File: config.mk
export PLATFORM = sky130hd
export DESIGN_NAME = matmul_read_scheduler
export DESIGN_NICKNAME = d
export VERILOG_FILES = /design/src/rtl/matmul_read_scheduler.sv
export SDC_FILE = /design/constraint.sdc
export NUM_CORES = 1
export LEC_CHECK = 0
export BUFFER_PORTS_ARGS = -buffer_cell sky130_fd_sc_hd__clkbuf_2
export CAP_MARGIN = 20
export CORE_AREA = 2 2 413 415
export DETAILED_ROUTE_END_ITERATION = 10
export DIE_AREA = 0 0 415 417
export GPL_TIMING_DRIVEN = 0
export PLACE_DENSITY_LB_ADDON = 0.3
export SLEW_MARGIN = 20
export SYNTH_ARGS = -nofsm -noshare
export SYNTH_HDL_FRONTEND = slang
export SYNTH_SLANG_ARGS = --single-unit
File: constraint.sdc
create_clock -name inter_refclk -period 62.8 [get_ports inter_refclk]
set_input_delay 15.7 -clock inter_refclk [delete_from_list [all_inputs] [get_ports inter_refclk]]
set_output_delay 15.7 -clock inter_refclk [all_outputs]
set_load 0.005 [all_outputs]
File: src/rtl/matmul_read_scheduler.sv
// Walks every (A row, B column) pair of the loaded matrices and presents them to the dot-product unit.
// Define SCHED_ABORT_EN to add the abort/aborted ports for cancelling a run in progress.
module matmul_read_scheduler #(
    parameter int unsigned ELEM_W       = 8,
    parameter int unsigned DIM          = 32,
    parameter int unsigned READ_LATENCY = 2,
    localparam int unsigned ROW_W       = ELEM_W * DIM,
    localparam int unsigned ADDR_W      = $clog2(DIM),
    localparam int unsigned CNT_W       = $clog2(DIM + 1)
) (
    input  logic              inter_refclk,
    input  logic              rst,
    input  logic              load_complete,
    input  logic [CNT_W-1:0]  n_rows_a,
    input  logic [CNT_W-1:0]  n_cols_b,
    output logic [ADDR_W-1:0] a_rd_addr,
    output logic              a_rd_en,
    input  logic [ROW_W-1:0]  a_rd_data,
    output logic [ADDR_W-1:0] b_rd_addr,
    output logic              b_rd_en,
    input  logic [ROW_W-1:0]  b_rd_data,
    output logic              pair_valid,
    input  logic              pair_ready,
    output logic [ROW_W-1:0]  a_row_out,
    output logic [ROW_W-1:0]  b_col_out,
    output logic [ADDR_W-1:0] row_idx,
    output logic [ADDR_W-1:0] col_idx,
    output logic              busy,
    output logic              done
`ifdef SCHED_ABORT_EN
    ,
    input  logic              abort,
    output logic              aborted
`endif
);

    localparam int unsigned WAIT_W = (READ_LATENCY > 1) ? $clog2(READ_LATENCY) : 1;

    typedef enum logic [2:0] {IDLE, ISSUE, WAIT, PRESENT, FINISH} state_t;

    state_t            state;
    logic [CNT_W-1:0]  n_rows;
    logic [CNT_W-1:0]  n_cols;
    logic [ADDR_W-1:0] i_cnt;
    logic [ADDR_W-1:0] j_cnt;
    logic [WAIT_W-1:0] wait_cnt;

    logic [CNT_W-1:0]  rows_clamped;
    logic [CNT_W-1:0]  cols_clamped;
    logic              last_col;
    logic              last_row;
    logic [ADDR_W-1:0] next_i;
    logic [ADDR_W-1:0] next_j;

    assign rows_clamped = (n_rows_a > CNT_W'(DIM)) ? CNT_W'(DIM) : n_rows_a;
    assign cols_clamped = (n_cols_b > CNT_W'(DIM)) ? CNT_W'(DIM) : n_cols_b;
    assign last_col     = (CNT_W'(j_cnt) == (n_cols - CNT_W'(1)));
    assign last_row     = (CNT_W'(i_cnt) == (n_rows - CNT_W'(1)));
    // Only consulted when the accepted pair is not the final one, so i never passes DIM-1.
    assign next_j       = last_col ? '0 : j_cnt + ADDR_W'(1);
    assign next_i       = last_col ? i_cnt + ADDR_W'(1) : i_cnt;

    always_ff @(posedge inter_refclk or posedge rst) begin
        if (rst) begin
            state      <= IDLE;
            n_rows     <= '0;
            n_cols     <= '0;
            i_cnt      <= '0;
            j_cnt      <= '0;
            wait_cnt   <= '0;
            a_rd_addr  <= '0;
            b_rd_addr  <= '0;
            a_rd_en    <= 1'b0;
            b_rd_en    <= 1'b0;
            pair_valid <= 1'b0;
            a_row_out  <= '0;
            b_col_out  <= '0;
            row_idx    <= '0;
            col_idx    <= '0;
            busy       <= 1'b0;
            done       <= 1'b0;
`ifdef SCHED_ABORT_EN
            aborted    <= 1'b0;
`endif
        end else begin
            done    <= 1'b0;
            a_rd_en <= 1'b0;
            b_rd_en <= 1'b0;
`ifdef SCHED_ABORT_EN
            aborted <= 1'b0;
            if (abort && (state != IDLE)) begin
                state      <= IDLE;
                pair_valid <= 1'b0;
                busy       <= 1'b0;
                aborted    <= 1'b1;
            end else
`endif
            begin
                case (state)
                    IDLE: begin
                        if (load_complete) begin
                            n_rows <= rows_clamped;
                            n_cols <= cols_clamped;
                            i_cnt  <= '0;
                            j_cnt  <= '0;
                            busy   <= 1'b1;
                            if ((rows_clamped == '0) || (cols_clamped == '0)) begin
                                state <= FINISH;
                            end else begin
                                state     <= ISSUE;
                                a_rd_en   <= 1'b1;
                                b_rd_en   <= 1'b1;
                                a_rd_addr <= '0;
                                b_rd_addr <= '0;
                            end
                        end
                    end
                    ISSUE: begin
                        wait_cnt <= '0;
                        state    <= WAIT;
                    end
                    // The final WAIT cycle is the one in which the buffer output register holds the row.
                    WAIT: begin
                        if (wait_cnt == WAIT_W'(READ_LATENCY - 1)) begin
                            a_row_out  <= a_rd_data;
                            b_col_out  <= b_rd_data;
                            row_idx    <= i_cnt;
                            col_idx    <= j_cnt;
                            pair_valid <= 1'b1;
                            state      <= PRESENT;
                        end else begin
                            wait_cnt <= wait_cnt + WAIT_W'(1);
                        end
                    end
                    PRESENT: begin
                        if (pair_ready) begin
                            pair_valid <= 1'b0;
                            if (last_row && last_col) begin
                                state <= FINISH;
                            end else begin
                                i_cnt     <= next_i;
                                j_cnt     <= next_j;
                                a_rd_addr <= next_i;
                                b_rd_addr <= next_j;
                                a_rd_en   <= 1'b1;
                                b_rd_en   <= 1'b1;
                                state     <= ISSUE;
                            end
                        end
                    end
                    FINISH: begin
                        done  <= 1'b1;
                        busy  <= 1'b0;
                        state <= IDLE;
                    end
                    default: state <= IDLE;
                endcase
            end
        end
    end

endmodule

==> flow_summary.toml <==
[setup_path]
path_buf_inv = 1
worstSetupPathType = "reg2out"
cpMaxStageDelayCell = "dfrtp_1"
worstSetupEndpointType = "output pin"
rr_startpoint = "state[1]$_DFFE_PP0P_"
reg2reg_to = "a_row_out[95]$_DFFE_PP0P_"
worstPathArrival_ns = 1.40
rr_worst_depth = 7
cp.required_ns = 47.10
critical_path.cell_chain = "clkbuf_2"
critical_path.top_delay_family = "flip-flops"
cp_max_fo = 2
reg2reg_slack_ns = 59.73
critPathMaxStageDelay_ns = 0.56
worstSetupStartpointType = "flop"

[floorplan]
ios = 1065
core_um2 = 169000
fp.dieW_um = 415
start_util_pct = 12.8
dieArea_um2 = 173000
rows = 151
die_h_um = 417

[sta]
worst_slack_ns = 45.70
rsz0062_at_grt = "false"
whs_ns = 0.487
slew_headroom_pct = 43.0
hold_viol_final = 0
min_period_over_period_pct = 27.2
finClkSkew_ns = 0.0222
setup_viol = 0
timing.fmax_mhz = 58.5
fin_tns_setup_ns = 0
slew_violations = 0
finalWorstPathRequiredPeriod_ns = 17.10
worst_pin_slew_ns = 0.855

[power_and_ir_drop]
power_density_nw_per_um2 = 55.4
pwr-share-seq_pct = 37.0
switching_share_pct = 34.7
peakVddDrop_v = 0.0000261
pwr-share-clk_pct = 23.5
power.switching_mw = 0.619
p_total_mw = 1.78
comb_power_share_pct = 39.5
p_int_mw = 1.16
p_leak_nw = 15.1

[clock_network]
holdBufCountCts = 0
post_cts_resized = 0
cts_buffer_depth = 3
root_buffer = "clkbuf_16"
cts_setup_buffers = 0
clkSinkCount = 562
clk_pin_slew_ns = 0.06
cts_htree_levels = 3
clkLatencyLatePin_ns = 0.67
cts_tree = "done"
numCtsBuffers = 73

[synthesis]
synth-edff-count = 0
postSynthAreaPerCell_um2 = 16.1
synth_area_um2 = 21500
synth_top_area_cell = "dfrtp_1"
syn_nets = 1870
synth_area_leaders = "dfrtp_1 65%, mux2_2 28%, buf_2 1.1%"
async_flop_share_pct = 100
ys_warn_count = 0
syn_inst = 1338
synth_top_area_share_pct = 65.4
ys_ff_latch = 562
yosysSeqAreaShare_pct = 65.4
synth-main-ff-cell = "dfrtp_1"
yosysUniqueCellTypes = 57

[route]
vias_per_cell = 3.30
firstDrtPassIters = 5
drt-initial-drc-count = 596
wire_per_inst_um = 19.9
drc = 0
antenna_left = 0
vias = 15700
wirelength_um = 94900

[global_route]
grt_pass1_wl_um = 132000
antenna_found_initial = 30
grt_pass1_vias = 16700
gr-total-overflow = 0
grt_usage_pct = 10.7
grt_max_degree = 96

[min_path]
hp-class = "reg2reg"
min_from = "pair_valid$_DFFE_PP0P_"
hold_path_depth = 1
worstHoldEndpoint = "pair_valid$_DFFE_PP0P_"

[cells_and_area]
drive_above_1_share_pct = 70.0
final_cell_area_um2 = 32200
nets = 3015
area_growth_pct = 49.7

[place]
portBuffers = 1064
gp_congestion = 0.861
place_area_um2 = 29800
pre_cts_ws_ns = 45.28
dpl.hpwl_um = 77800

[run_status]
status = "finished, final reports clean"

[run]
cap_violations = 0
-- cell usage in the layout, fill, tap and decap left out, types with 3 or more instances in the layout --
cell type,netlist,final
o21ai_0,17,17
buf_2,49,49
and2_1,3,3
mux2i_1,3,3
inv_1,10,9
a31o_2,4,4
clkbuf_1,13,27
buf_16,0,6
clkbuf_2,0,1067
nand3_1,5,5
nand2_1,27,27
xor2_1,8,8
a31oi_1,3,3
nand2b_1,12,12
diode_2,0,5
a21o_1,7,7
mux2_2,525,525
nor2_1,15,15
inv_6,0,3
clkbuf_8,0,17
dfrtp_1,562,562
clkbuf_16,0,75
buf_1,5,5
clkinv_2,0,12
xnor2_1,10,10
ha_1,4,4
nor3_1,7,7
-- state kept, by name, summed over array words and instances, names as in the netlist --
| name | count |
|---|---|
| a_row_out | 256 |
| b_col_out | 256 |
| n_cols | 6 |
| n_rows | 6 |
| a_rd_addr | 5 |
| b_rd_addr | 5 |
| col_idx | 5 |
| i_cnt | 5 |
| j_cnt | 5 |
| row_idx | 5 |
| state | 3 |
| b_rd_en | 1 |
| busy | 1 |
| done | 1 |
| pair_valid | 1 |
| wait_cnt | 1 |
-- cell usage after synthesis, types with 3 or more instances --
master / instances
ha_1: 4
nor2_1: 15
o21ai_0: 17
clkbuf_1: 13
inv_1: 10
a31o_2: 4
nor3_1: 7
dfrtp_1: 562
a31oi_1: 3
xor2_1: 8
mux2_2: 525
a21o_1: 7
nand3_1: 5
buf_2: 49
and2_1: 3
mux2i_1: 3
xnor2_1: 10
nand2_1: 27
nand2b_1: 12
buf_1: 5
-- worst max-delay path by stage --
stage	cells after the start	end	slack [ns]	start
2_1_floorplan	1	a_rd_addr[0]$_DFFE_PP0P_	31.38	rst
4_1_cts	1	a_row_out[216]	45.66	a_row_out[216]$_DFFE_PP0P_
6_report	1	a_row_out[216]	45.70	a_row_out[216]$_DFFE_PP0P_
3_3_place_gp	2	a_row_out[240]$_DFFE_PP0P_	22.93	rst
3_5_place_dp	5	a_row_out[240]$_DFFE_PP0P_	45.28	rst
5_1_grt	1	a_row_out[216]	45.65	a_row_out[216]$_DFFE_PP0P_
-- routing by layer --
metal | up-vias | GRT usage, % | share of wire, %
met5 | - | 0 | 0.20
met4 | 34 | 3.39 | 2.5
met3 | 137 | 3.79 | 7.7
met2 | 559 | 18.4 | 51
met1 | 7948 | 12.3 | 39
li1 | 7062 | - | -
-- cell type report --
| class | instances | area [um2] |
|---|---|---|
| Fill cell | 18600 | 136000 |
| Sequential cell | 562 | 14100 |
| Multi-Input combinational cell | 697 | 7060 |
| Timing Repair Buffer | 1070 | 5490 |
| Tap cell | 2218 | 2780 |
| Clock buffer | 109 | 2170 |
| Buffer | 69 | 335 |
| Clock inverter | 23 | 215 |
| Inverter | 10 | 45.0 |
| Antenna cell | 5 | 12.5 |
-- cell families after synthesis --
| family | after synthesis | synth area share (%) |
|---|---|---|
| simple gates | 88 | 2.25 |
| flops | 562 | 65.4 |
| buf+inv | 79 | 1.72 |
| compound gates | 59 | 2.00 |
| xor+xnor | 18 | 0.733 |
| mux | 528 | 27.6 |
| fa+ha+maj | 4 | 0.233 |
-- stage by stage --
step / instances / utilization [%]
floorplan: 1338 / -
global placement: 4620 / 17.6
detailed placement: 4626 / 17.7
CTS: 4758 / 19.1
global route: 4758 / 19.1
finish: 4763 / 19.1
-- power groups by stage --
stage / combinational, mW / clock, mW / sequential, mW
after floorplan: 0.352 / 0 / 0.660
after global placement: 0.720 / 0 / 0.664
after detailed placement: 0.726 / 0 / 0.665
after CTS: 0.728 / 0.437 / 0.661
after global routing: 0.762 / 0.451 / 0.684
final: 0.703 / 0.419 / 0.660
Power figures use the tool's default switching activity.
